<file path="config.mk">
export PLATFORM = sky130hd
export DESIGN_NAME = ac_motor_svpwm_gen
export DESIGN_NICKNAME = d
export VERILOG_FILES = /design/src/rtl/ac_motor_svpwm_gen_pkg.sv /design/src/rtl/ac_motor_svpwm_gen_dead_time.sv /design/src/rtl/ac_motor_svpwm_gen.sv
export SDC_FILE = /design/constraint.sdc
export NUM_CORES = 2
export LEC_CHECK = 0
export CAP_MARGIN = 5
export CORE_MARGIN = 4
export CORE_UTILIZATION = 38
export CTS_CLUSTER_SIZE = 20
export DETAILED_ROUTE_END_ITERATION = 10
export PLACE_DENSITY = 0.62
export SYNTH_ARGS = -nofsm -noshare
export SYNTH_HDL_FRONTEND = slang
export SYNTH_HIERARCHICAL = 1
export SYNTH_SLANG_ARGS = --single-unit
</file>
<file path="constraint.sdc">
create_clock -name clk -period 6.2 [get_ports clk]
set_input_delay 0.93 -clock clk [delete_from_list [all_inputs] [get_ports clk]]
set_output_delay 0.93 -clock clk [all_outputs]
set_load 0.02 [all_outputs]
</file>
<file path="src/rtl/ac_motor_svpwm_gen_pkg.sv">
// Shared constants, sector encodings and sector-to-phase role lookup for the SVPWM generator.
package ac_motor_svpwm_gen_pkg;

  // Valid sector encodings; 0 and 7 are invalid
  localparam logic [2:0] SECTOR_1 = 3'd1;
  localparam logic [2:0] SECTOR_2 = 3'd2;
  localparam logic [2:0] SECTOR_3 = 3'd3;
  localparam logic [2:0] SECTOR_4 = 3'd4;
  localparam logic [2:0] SECTOR_5 = 3'd5;
  localparam logic [2:0] SECTOR_6 = 3'd6;

  // Phase indices into gate_hi / gate_lo
  localparam logic [1:0] PH_A = 2'd0;
  localparam logic [1:0] PH_B = 2'd1;
  localparam logic [1:0] PH_C = 2'd2;
  localparam int unsigned N_PH = 3;

  // Carrier count direction
  typedef enum logic {
    DIR_UP   = 1'b0,
    DIR_DOWN = 1'b1
  } dir_e;

  // Which phase takes each switching role in a sector; odd selects t1 as the mid increment
  typedef struct packed {
    logic       valid;
    logic       odd;
    logic [1:0] lead;
    logic [1:0] mid;
    logic [1:0] last;
  } sector_roles_t;

  // Half-period length in clock cycles
  function automatic int unsigned calc_t_half(input int unsigned clk_hz, input int unsigned pwm_hz);
    return clk_hz / (2 * pwm_hz);
  endfunction

  function automatic logic sector_valid(input logic [2:0] sector);
    return (sector >= SECTOR_1) && (sector <= SECTOR_6);
  endfunction

  // Role table: lead/mid/last phase for each valid sector
  function automatic sector_roles_t sector_roles(input logic [2:0] sector);
    sector_roles_t r;
    r = '0;
    case (sector)
      SECTOR_1: r = '{valid: 1'b1, odd: 1'b1, lead: PH_A, mid: PH_B, last: PH_C};
      SECTOR_2: r = '{valid: 1'b1, odd: 1'b0, lead: PH_B, mid: PH_A, last: PH_C};
      SECTOR_3: r = '{valid: 1'b1, odd: 1'b1, lead: PH_B, mid: PH_C, last: PH_A};
      SECTOR_4: r = '{valid: 1'b1, odd: 1'b0, lead: PH_C, mid: PH_B, last: PH_A};
      SECTOR_5: r = '{valid: 1'b1, odd: 1'b1, lead: PH_C, mid: PH_A, last: PH_B};
      SECTOR_6: r = '{valid: 1'b1, odd: 1'b0, lead: PH_A, mid: PH_C, last: PH_B};
      default:  r = '0;
    endcase
    return r;
  endfunction

endpackage

</file>
<file path="src/rtl/ac_motor_svpwm_gen_dead_time.sv">
// Single-phase dead-time inserter: turns a raw phase command into a complementary gate pair.
module ac_motor_svpwm_gen_dead_time #(
  parameter int unsigned DEADTIME = 50
) (
  input  logic clk,
  input  logic reset,
  input  logic en,
  input  logic raw,
  output logic gate_hi,
  output logic gate_lo
);

  localparam int unsigned DW = $clog2(DEADTIME + 1);
  localparam logic [DW-1:0] DT_V = DW'(DEADTIME);

  logic          raw_q, raw_d;
  logic [DW-1:0] tmr_q, tmr_d;
  logic          hi_q, hi_d;
  logic          lo_q, lo_d;

  // Any raw edge drops both gates and restarts the timer; the new side turns on when it expires.
  // While disabled the timer is held full so a re-enable also waits a whole dead interval.
  always_comb begin
    raw_d = raw;
    tmr_d = tmr_q;
    hi_d  = hi_q;
    lo_d  = lo_q;
    if (!en) begin
      hi_d  = 1'b0;
      lo_d  = 1'b0;
      tmr_d = DT_V;
    end else if (raw != raw_q) begin
      hi_d  = 1'b0;
      lo_d  = 1'b0;
      tmr_d = DT_V;
    end else if (tmr_q != '0) begin
      tmr_d = tmr_q - DW'(1);
      if (tmr_q == DW'(1)) begin
        hi_d = raw_q;
        lo_d = ~raw_q;
      end
    end
  end

  // State and gate registers
  always_ff @(posedge clk) begin
    if (reset) begin
      raw_q <= 1'b0;
      tmr_q <= DT_V;
      hi_q  <= 1'b0;
      lo_q  <= 1'b0;
    end else begin
      raw_q <= raw_d;
      tmr_q <= tmr_d;
      hi_q  <= hi_d;
      lo_q  <= lo_d;
    end
  end

  assign gate_hi = hi_q;
  assign gate_lo = lo_q;

endmodule

</file>
<file path="src/rtl/ac_motor_svpwm_gen.sv">
// SVPWM generator: centre-aligned carrier, 3-stage vector-time pipeline with overmodulation
// clamp, valley-loaded shadow registers, sector role mux and per-phase dead time.
module ac_motor_svpwm_gen
  import ac_motor_svpwm_gen_pkg::*;
#(
  parameter  int unsigned W        = 12,
  parameter  int unsigned CLK_HZ   = 100_000_000,
  parameter  int unsigned PWM_HZ   = 5_000,
  parameter  int unsigned DEADTIME = 50,
  localparam int unsigned T_HALF   = calc_t_half(CLK_HZ, PWM_HZ),
  localparam int unsigned TW       = $clog2(T_HALF + 1)
) (
  input  logic          clk,
  input  logic          reset,
  input  logic          enable,
  input  logic [W-1:0]  u_str,
  input  logic [W-1:0]  sine_pos,
  input  logic [W-1:0]  sine_neg,
  input  logic [2:0]    sector,
  output logic [TW-1:0] t0,
  output logic [TW-1:0] t1,
  output logic [TW-1:0] t2,
  output logic [TW-1:0] t7,
  output logic [2:0]    gate_hi,
  output logic [2:0]    gate_lo,
  output logic          period_start,
  output logic          ovm,
  output logic          sector_fault
);

  localparam int unsigned PW = 2 * W;
  localparam int unsigned MW = PW + TW;
  localparam logic [TW-1:0] T_HALF_V = TW'(T_HALF);
  localparam logic [TW:0]   T_HALF_X = (TW + 1)'(T_HALF);

  // ---------------- carrier ----------------
  logic [TW-1:0] cnt_q, cnt_d;
  dir_e          dir_q, dir_d;
  logic          ps_q, ps_d;
  logic          gate_en_q, gate_en_d;
  logic          peak_c;
  logic          valley_next_c;

  // Triangle counter 0..T_HALF..1, valley pulse, and gate enable that re-arms only at a valley
  always_comb begin
    cnt_d = cnt_q;
    dir_d = dir_q;
    if (dir_q == DIR_UP) begin
      cnt_d = cnt_q + TW'(1);
      if (cnt_d == T_HALF_V) dir_d = DIR_DOWN;
    end else begin
      cnt_d = cnt_q - TW'(1);
      if (cnt_d == '0) dir_d = DIR_UP;
    end
    valley_next_c = (cnt_d == '0);
    peak_c        = (cnt_q == T_HALF_V);
    ps_d          = valley_next_c;
    gate_en_d     = enable && (gate_en_q || (cnt_q == '0));
  end

  // Carrier registers
  always_ff @(posedge clk) begin
    if (reset) begin
      cnt_q     <= '0;
      dir_q     <= DIR_UP;
      ps_q      <= 1'b0;
      gate_en_q <= 1'b0;
    end else begin
      cnt_q     <= cnt_d;
      dir_q     <= dir_d;
      ps_q      <= ps_d;
      gate_en_q <= gate_en_d;
    end
  end

  // ---------------- vector-time pipeline ----------------
  logic [PW-1:0] p1_q, p1_d, p2_q, p2_d;
  logic [2:0]    sec_s1_q, sec_s1_d, sec_s2_q, sec_s2_d;
  logic          vld_s1_q, vld_s1_d, vld_s2_q, vld_s2_d;
  logic [TW-1:0] t1r_q, t1r_d, t2r_q, t2r_d;

  // S1 captures products at the peak; S2 scales them to cycles (truncating)
  always_comb begin
    p1_d     = p1_q;
    p2_d     = p2_q;
    sec_s1_d = sec_s1_q;
    vld_s1_d = peak_c;
    if (peak_c) begin
      p1_d     = PW'(u_str) * PW'(sine_neg);
      p2_d     = PW'(u_str) * PW'(sine_pos);
      sec_s1_d = sector;
    end
    t1r_d    = t1r_q;
    t2r_d    = t2r_q;
    sec_s2_d = sec_s2_q;
    vld_s2_d = vld_s1_q;
    if (vld_s1_q) begin
      t1r_d    = TW'((MW'(p1_q) * MW'(T_HALF)) >> PW);
      t2r_d    = TW'((MW'(p2_q) * MW'(T_HALF)) >> PW);
      sec_s2_d = sec_s1_q;
    end
  end

  // S1/S2 registers
  always_ff @(posedge clk) begin
    if (reset) begin
      p1_q     <= '0;
      p2_q     <= '0;
      sec_s1_q <= SECTOR_1;
      vld_s1_q <= 1'b0;
      t1r_q    <= '0;
      t2r_q    <= '0;
      sec_s2_q <= SECTOR_1;
      vld_s2_q <= 1'b0;
    end else begin
      p1_q     <= p1_d;
      p2_q     <= p2_d;
      sec_s1_q <= sec_s1_d;
      vld_s1_q <= vld_s1_d;
      t1r_q    <= t1r_d;
      t2r_q    <= t2r_d;
      sec_s2_q <= sec_s2_d;
      vld_s2_q <= vld_s2_d;
    end
  end

  logic [TW:0]   sum_c;
  logic [TW-1:0] t1c_c, t2c_c, rem_c, t0c_c, t7c_c;
  logic          ovmc_c;

  // S3 clamp and zero-vector split; t7 takes the odd cycle
  always_comb begin
    sum_c  = {1'b0, t1r_q} + {1'b0, t2r_q};
    t1c_c  = t1r_q;
    t2c_c  = t2r_q;
    ovmc_c = 1'b0;
    if (t1r_q >= T_HALF_V) begin
      t1c_c  = T_HALF_V;
      t2c_c  = '0;
      ovmc_c = 1'b1;
    end else if (sum_c > T_HALF_X) begin
      t2c_c  = T_HALF_V - t1r_q;
      ovmc_c = 1'b1;
    end
    rem_c = T_HALF_V - t1c_c - t2c_c;
    t0c_c = rem_c >> 1;
    t7c_c = rem_c - t0c_c;
  end

  logic [TW-1:0] sh_t0_q, sh_t0_d, sh_t1_q, sh_t1_d, sh_t2_q, sh_t2_d, sh_t7_q, sh_t7_d;
  logic          sh_ovm_q, sh_ovm_d;
  logic [2:0]    sh_sec_q, sh_sec_d;
  logic [TW-1:0] t0_q, t0_d, t1_q, t1_d, t2_q, t2_d, t7_q, t7_d;
  logic          ovm_q, ovm_d, fault_q, fault_d;
  logic [2:0]    sec_q, sec_d;

  // Shadow takes S3 results; active set is swapped in only at the valley
  always_comb begin
    sh_t0_d  = sh_t0_q;
    sh_t1_d  = sh_t1_q;
    sh_t2_d  = sh_t2_q;
    sh_t7_d  = sh_t7_q;
    sh_ovm_d = sh_ovm_q;
    sh_sec_d = sh_sec_q;
    if (vld_s2_q) begin
      sh_t0_d  = t0c_c;
      sh_t1_d  = t1c_c;
      sh_t2_d  = t2c_c;
      sh_t7_d  = t7c_c;
      sh_ovm_d = ovmc_c;
      sh_sec_d = sec_s2_q;
    end
    t0_d    = t0_q;
    t1_d    = t1_q;
    t2_d    = t2_q;
    t7_d    = t7_q;
    ovm_d   = ovm_q;
    fault_d = fault_q;
    sec_d   = sec_q;
    if (valley_next_c) begin
      t0_d    = sh_t0_q;
      t1_d    = sh_t1_q;
      t2_d    = sh_t2_q;
      t7_d    = sh_t7_q;
      ovm_d   = sh_ovm_q;
      sec_d   = sh_sec_q;
      fault_d = !sector_valid(sh_sec_q);
    end
  end

  // Shadow and active registers
  always_ff @(posedge clk) begin
    if (reset) begin
      sh_t0_q  <= T_HALF_V;
      sh_t1_q  <= '0;
      sh_t2_q  <= '0;
      sh_t7_q  <= '0;
      sh_ovm_q <= 1'b0;
      sh_sec_q <= SECTOR_1;
      t0_q     <= T_HALF_V;
      t1_q     <= '0;
      t2_q     <= '0;
      t7_q     <= '0;
      ovm_q    <= 1'b0;
      fault_q  <= 1'b0;
      sec_q    <= SECTOR_1;
    end else begin
      sh_t0_q  <= sh_t0_d;
      sh_t1_q  <= sh_t1_d;
      sh_t2_q  <= sh_t2_d;
      sh_t7_q  <= sh_t7_d;
      sh_ovm_q <= sh_ovm_d;
      sh_sec_q <= sh_sec_d;
      t0_q     <= t0_d;
      t1_q     <= t1_d;
      t2_q     <= t2_d;
      t7_q     <= t7_d;
      ovm_q    <= ovm_d;
      fault_q  <= fault_d;
      sec_q    <= sec_d;
    end
  end

  // ---------------- phase compare ----------------
  sector_roles_t roles_c;
  logic [TW-1:0] tf_c, thr_lead_c, thr_mid_c, thr_last_c;
  logic [2:0]    raw_c;
  logic          en_c;

  // Map lead/mid/last thresholds onto phases A/B/C; invalid sector holds all phases low
  always_comb begin
    roles_c    = sector_roles(sec_q);
    tf_c       = roles_c.odd ? t1_q : t2_q;
    thr_lead_c = t0_q;
    thr_mid_c  = t0_q + tf_c;
    thr_last_c = t0_q + t1_q + t2_q;
    raw_c      = '0;
    for (int unsigned i = 0; i < N_PH; i++) begin
      if (roles_c.valid) begin
        if (roles_c.lead == 2'(i))     raw_c[i] = (cnt_q >= thr_lead_c);
        else if (roles_c.mid == 2'(i)) raw_c[i] = (cnt_q >= thr_mid_c);
        else                           raw_c[i] = (cnt_q >= thr_last_c);
      end
    end
  end

  assign en_c = enable && gate_en_q;

  for (genvar g = 0; g < 3; g++) begin : g_phase
    ac_motor_svpwm_gen_dead_time #(
      .DEADTIME (DEADTIME)
    ) u_dead_time (
      .clk     (clk),
      .reset   (reset),
      .en      (en_c),
      .raw     (raw_c[g]),
      .gate_hi (gate_hi[g]),
      .gate_lo (gate_lo[g])
    );
  end

  assign t0           = t0_q;
  assign t1           = t1_q;
  assign t2           = t2_q;
  assign t7           = t7_q;
  assign period_start = ps_q;
  assign ovm          = ovm_q;
  assign sector_fault = fault_q;

endmodule

</file>
Word-level counts from Yosys, hierarchy flattened. Index checks and enable logic that the tools add are counted.

Register bits: 249. Input port bits: 42. Output and inout bits: 65. Word-level logic and storage cells: 122.

Add/subtract/negate cells: 13. $mul: 4. Magnitude comparators: 7. Eq/ne operators: 18. Multiplexer cells: 20. Bitwise gates (word level): 4. Reduce and logical (&&, ||, !) cells: 19.

Operator list (number): 2-to-1 mux 14 bit (5); multiplier 24 x 10 -> 34 bit, second input constant (2); multiplier 12 x 12 -> 24 bit (2); case mux 8 bit (6 select lines) (1); adder 14 bit (3); >= comparator 14 bit (3); zero test 14 bit (3); == test 14 bit, second input constant (2); subtractor 14 bit, first input constant (2); == test 6 x 1 -> 1 bit, second input constant (3); nonzero test 6 bit (3); subtractor 6 x 1 -> 6 bit, second input constant (3); adder 14 x 14 -> 15 bit (1); greater-than comparator 15 x 14 -> 1 bit, second input constant (1); adder 14 x 1 -> 14 bit, second input constant (1); >= comparator 14 bit, second input constant (1); 2-to-1 mux 1 bit (14); subtractor 14 x 1 -> 14 bit, second input constant (1); subtractor 14 x 13 -> 14 bit (1); subtractor 14 bit (1); == test 3 bit, second input constant (3); OR reduction 3 bit (3); == test 3 x 2 -> 1 bit, second input constant (2); AND reduction 2 bit (3); other kinds (11) (21).

Longest topological paths before layout.
Depth after elaboration: 10. Gate-level depth with buffers: 34. Mapped depth without buffers: 32.

Hierarchy. Netlist, hierarchy kept.

Modules (own cells, without submodules): ac_motor_svpwm_gen (instances 1, cells an instance 3255, area each 28703.8 µm², sequential area each 4444.3 µm²); ac_motor_svpwm_gen_dead_time (instances 3, cells an instance 45, area each 430.4 µm², sequential area each 180.2 µm²).

Worst setup path after synthesis. No wires, ideal clock.

Path kind: register -> register. Start point: reg t1r_q[0]. End point: reg sh_t7_q[13]. Library setup time: 0.079 ns. Data arrival time: 6.529 ns. Data required time: 6.121 ns. Slack: -0.408 ns. Cell stages (with the launch flop): 33. Path buffers: 2. Period minus slack after synthesis: 6.608 ns. Cells stage by stage: dfxtp_1 > ha_1 > fa_1 > a211o_1 > a211o_1 > a21o_1 > a21oi_1 > mux2_1 > a311o_1 > and2_4 > buf_6 > buf_6 > mux2i_1 > nor2_1 > ha_1 > inv_1 > ha_1 > inv_1 > fa_1 > nand2b_1 > a21oi_1 > xor2_1 > inv_1 > ha_1 > or2_2 > o22a_1 > maj3_1 > o21bai_1 > o31ai_1 > a31o_2 > nand2_1 > a21oi_1 > a211oi_2.

Cells in the longest elaborated chain, start to end: 6. Elaborated cells on any way between the ends: 10. Classes of those cells: 5 x add/sub; 2 x order compare; 3 x mux.

RTL lines: from (decl) (RTL line ac_motor_svpwm_gen.sv:80) `logic [TW-1:0] t1r_q, t1r_d, t2r_q, t2r_d;`; from (signal assigned) (RTL line ac_motor_svpwm_gen.sv:120) `t1r_q <= t1r_d;`; adder 14 x 14 -> 15 bit (RTL line ac_motor_svpwm_gen.sv:133) `sum_c = {1'b0, t1r_q} + {1'b0, t2r_q};`; greater-than comparator 15 x 14 -> 1 bit (RTL line ac_motor_svpwm_gen.sv:141) `end else if (sum_c > T_HALF_X) begin`; 2-to-1 mux 14 bit (RTL line ac_motor_svpwm_gen.sv:141); 2-to-1 mux 14 bit * (RTL line ac_motor_svpwm_gen.sv:137) `if (t1r_q >= T_HALF_V) begin`; named net t2c_c[1] (RTL line ac_motor_svpwm_gen.sv:128) `logic [TW-1:0] t1c_c, t2c_c, rem_c, t0c_c, t7c_c;`; subtractor 14 bit * (RTL line ac_motor_svpwm_gen.sv:145) `rem_c = T_HALF_V - t1c_c - t2c_c;`; subtractor 14 x 13 -> 14 bit * (RTL line ac_motor_svpwm_gen.sv:147) `t7c_c = rem_c - t0c_c;`; to (signal assigned) (RTL line ac_motor_svpwm_gen.sv:211) `sh_t7_q <= sh_t7_d;`; to (decl) (RTL line ac_motor_svpwm_gen.sv:150) `logic [TW-1:0] sh_t0_q, sh_t0_d, sh_t1_q, sh_t1_d, sh_t2_q, sh_t2_d, sh_t7_q, sh_t7_d;`.

The timed path passes the listed nets; every way through them passes the cells marked *. A chain may end at the register's enable or synchronous reset.

Worst setup path in the final report.
Start point: reg t2r_q[0]. End point: reg sh_t7_q[11].

Cells in the longest elaborated chain, start to end: 6.

RTL lines: from (decl) (RTL line ac_motor_svpwm_gen.sv:80); from (signal assigned) (RTL line ac_motor_svpwm_gen.sv:121) `t2r_q <= t2r_d;`; adder 14 x 14 -> 15 bit (RTL line ac_motor_svpwm_gen.sv:133); greater-than comparator 15 x 14 -> 1 bit (RTL line ac_motor_svpwm_gen.sv:141); 2-to-1 mux 14 bit * (RTL line ac_motor_svpwm_gen.sv:141); 2-to-1 mux 14 bit * (RTL line ac_motor_svpwm_gen.sv:137); subtractor 14 bit * (RTL line ac_motor_svpwm_gen.sv:145); subtractor 14 x 13 -> 14 bit * (RTL line ac_motor_svpwm_gen.sv:147).

Every way passes the cells marked *; elsewhere a longest branch is shown, timed or not.

==> results.toml <==
[outcome]
status = "finished with violations"
violations = "negative setup slack"

[final_layout]
stdcell_area_um2 = 35800
syn_to_final_growth_pct = 19.4
final_cells = 4753
nets = 4507
largestRegisters = "p1_q x24, p2_q x24, g_phase.u_dead_time/tmr_q x18"
drive_gt1_frac = 0.130
diodes = 0

[timing]
setup_viol = 4
min_period_over_period = 1.02
hold-worst-slack_ns = 0.452
hold_viol_final = 0
worst_pin_slew_ns = 0.986
fin_ws_ns = -0.125
rsz0062_at_grt = "yes"
period_needed_ns = 6.33
max-slew-margin-rel = 0.340
finClkSkew_ns = 0.0203
slew_viol_final = 0
timing.fmax_mhz = 158

[pwr]
swShare = 0.373
switching_power_uw = 3080
power_density_nw_per_um2 = 231
p_leak_uw = 0.0176
p_seq_frac = 0.197
ir_drop_uv = 330
pwr-share-clk = 0.234
p_int_uw = 5170
comb_power_share = 0.569
power_uw = 8260

[routing]
drt_wl_total_mm = 72.8
firstDrtPassIters = 5
vias_per_cell = 4.97
drc = 0
antenna_left = 0
drt_iter0_drc = 1168
vias = 23600
avgRoutedWirePerCell_um = 15.3

[die]
fp.dieArea_um2 = 83500
ioPinCount = 107
start_util = 0.385
core-area_um2 = 77800
die_h_um = 289
rows = 102
die_w_um = 289

[worst_setup_path]
worstPathRequired_ns = 6.66
setup.worst_path.start_class = "register"
worstSetupEndpointType = "register"
crit_buf_inv = 3
setup.worst_path.class = "register to register"
max_stage_delay_ns = 0.40
slowest_stage = "fa_2"
path_max_fanout = 6
reg2reg_to = "sh_t7_q[11]"
reg2reg_slack_ns = -0.13
crit_family = "compound AO/OA/AOI/OAI gates"
worstRegToRegCells = 30
critPathArrivalTime_ns = 6.78
path_common_cell = "ha_4"
r2r_start = "t2r_q[0]"

[global_route]
antenna_found_initial = 2
grt_pass1_vias = 23600
grt_pass1_wl_mm = 121
grt_max_degree = 79
grt.overflow.total = 0
grt_util_all_layers = 0.175

[clock_tree]
clkSinkCount = 249
cts.htree.levels = 1
cts_buffers = 30
clockBufferDepth = 3
cts_tree = "done"
cts-hold-fix-buffers = 0
clk_latency_ns = 0.60
clockRootBuffer = "clkbuf_16"
clk_pin_slew_ns = 0.06

[logic_synthesis]
synth_top_area_share = 0.223
postSynthAreaPerCell_um2 = 8.85
synth_top_area_cell = "fa_1"
synth_edf_count = 0
netlist_instances = 3390
synth-async-reset-ratio = 0
synth-main-ff-cell = "dfxtp_1"
yosysSeqAreaShare = 0.166
syn-num-nets = 4207
synth_area_leaders = "fa_1 (22%), ha_1 (18%), dfxtp_1 (17%), inv_1 (6.3%), nand2_1 (4.6%)"
yosysUniqueCellTypes = 89
ys_ff_latch = 249
synth_area_um2 = 30000
yosys_warnings = 6

[min_path]
hold_end = "sec_s1_q[1]"
hp-class = "register to register"
min_from = "sec_s1_q[1]"
hold_depth = 2

[run]
maxCapViolations = 0

[placement]
place_area_um2 = 34000
io_buffers = 106
gp_congestion = 0.851
placed_cells = 4675
dp_hpwl_mm = 58.9
per-stage QoR:
| step | worst slack [ns] | TNS (ns) | utilization |
|---|---|---|---|
| floorplan | -0.185 | -0.399 | - |
| detailed placement | -0.609 | -7.34 | 0.436 |
| global placement | -0.587 | -6.54 | 0.436 |
| finish | -0.125 | -0.309 | 0.460 |
| CTS | -0.0243 | -0.0412 | 0.455 |
| global route | -0.351 | -1.49 | 0.460 |
power by group through the flow:
| stage | sequential (µW) | clock [µW] | combinational (µW) |
|---|---|---|---|
| final | 1620 | 1930 | 4700 |
| after global routing | 1620 | 2050 | 5330 |
| after CTS | 1620 | 2000 | 4600 |
| after detailed placement | 1660 | 0 | 4570 |
| after global placement | 1660 | 0 | 4540 |
| after floorplan | 1660 | 0 | 3040 |
per-layer routing:
| metal | up-vias | share of wire | global-route usage | wire length, µm |
|---|---|---|---|---|
| met5 | - | 0.00018 | 0 | 13 |
| met4 | 2 | 0.025 | 0.0402 | 1820 |
| met3 | 105 | 0.044 | 0.0194 | 3200 |
| met2 | 459 | 0.46 | 0.292 | 33500 |
| met1 | 11300 | 0.47 | 0.243 | 34300 |
| li1 | 11800 | - | - | - |
layout by cell type, fill, tap and decap left out, types with 110 or more instances in the layout:
cell type,synthesis,routed
a21oi_1,157,146
nand2_1,370,366
ha_1,441,423
nor2_1,225,223
inv_1,506,502
fa_1,334,332
dfxtp_1,249,245
buf_4,4,278
and2_1,110,110
tightest hold or removal path: cells and delay by family, from the launching register on:
family | cells | cell delay [ns]
DFF | 1 | 0.31
and+or+nand+nor | 1 | 0.05
AOI/OAI and AO/OA | 1 | 0.05
timing repair:
item / in CTS / in global routing
pin swaps: 38 / 29
resized for setup: 50 / 63
setup buffers: 12 / 12
gates cloned: 0 / 0
endpoints found under the setup margin: 6 / 30
worst max path at each step:
stage / slack [ns] / start / depth (start not counted) / to
global placement: -0.59 / sine_pos[6] / 21 / p2_q[21]
detailed placement: -0.61 / sine_pos[6] / 20 / p2_q[23]
global route: -0.35 / t2r_q[0] / 33 / sh_t7_q[13]
finish: -0.13 / t2r_q[0] / 30 / sh_t7_q[11]
CTS: -0.02 / t1r_q[0] / 32 / sh_t7_q[11]
floorplan: -0.18 / t1r_q[0] / 32 / sh_t7_q[13]
Yosys cell counts (24+ instances only):
| master | n |
|---|---|
| nor2_1 | 225 |
| mux2i_1 | 100 |
| xor2_1 | 42 |
| nor3_1 | 46 |
| dfxtp_1 | 249 |
| nand2_1 | 370 |
| nor2b_1 | 26 |
| xnor2_1 | 101 |
| ha_1 | 441 |
| fa_1 | 334 |
| nand2b_1 | 25 |
| and2_1 | 110 |
| o21ai_0 | 62 |
| nand3_1 | 43 |
| clkbuf_1 | 110 |
| a211oi_1 | 24 |
| inv_1 | 506 |
| a21o_1 | 53 |
| a21oi_1 | 157 |
logic make-up (layout without fill, tap and decap cells):
| kind of cell | Yosys count | count (layout) | synth area share |
|---|---|---|---|
| flops | 249 | 249 | 0.166 |
| simple gates | 969 | 969 | 0.152 |
| fa+ha+maj | 776 | 776 | 0.407 |
| xor+xnor | 145 | 145 | 0.0433 |
| compound gates | 495 | 495 | 0.109 |
| mux | 117 | 117 | 0.0398 |
| buf+inv | 639 | 962 | 0.0818 |
cell type report:
type,count,area (µm²)
tap,1040,1300
clock inverter,18,285
inverter,510,1920
clock buffer,37,808
timing repair buffer,397,3330
sequential,249,4990
multi-input combinational,2502,23200
fill,7543,42000
(Power assumes the default switching activity.)
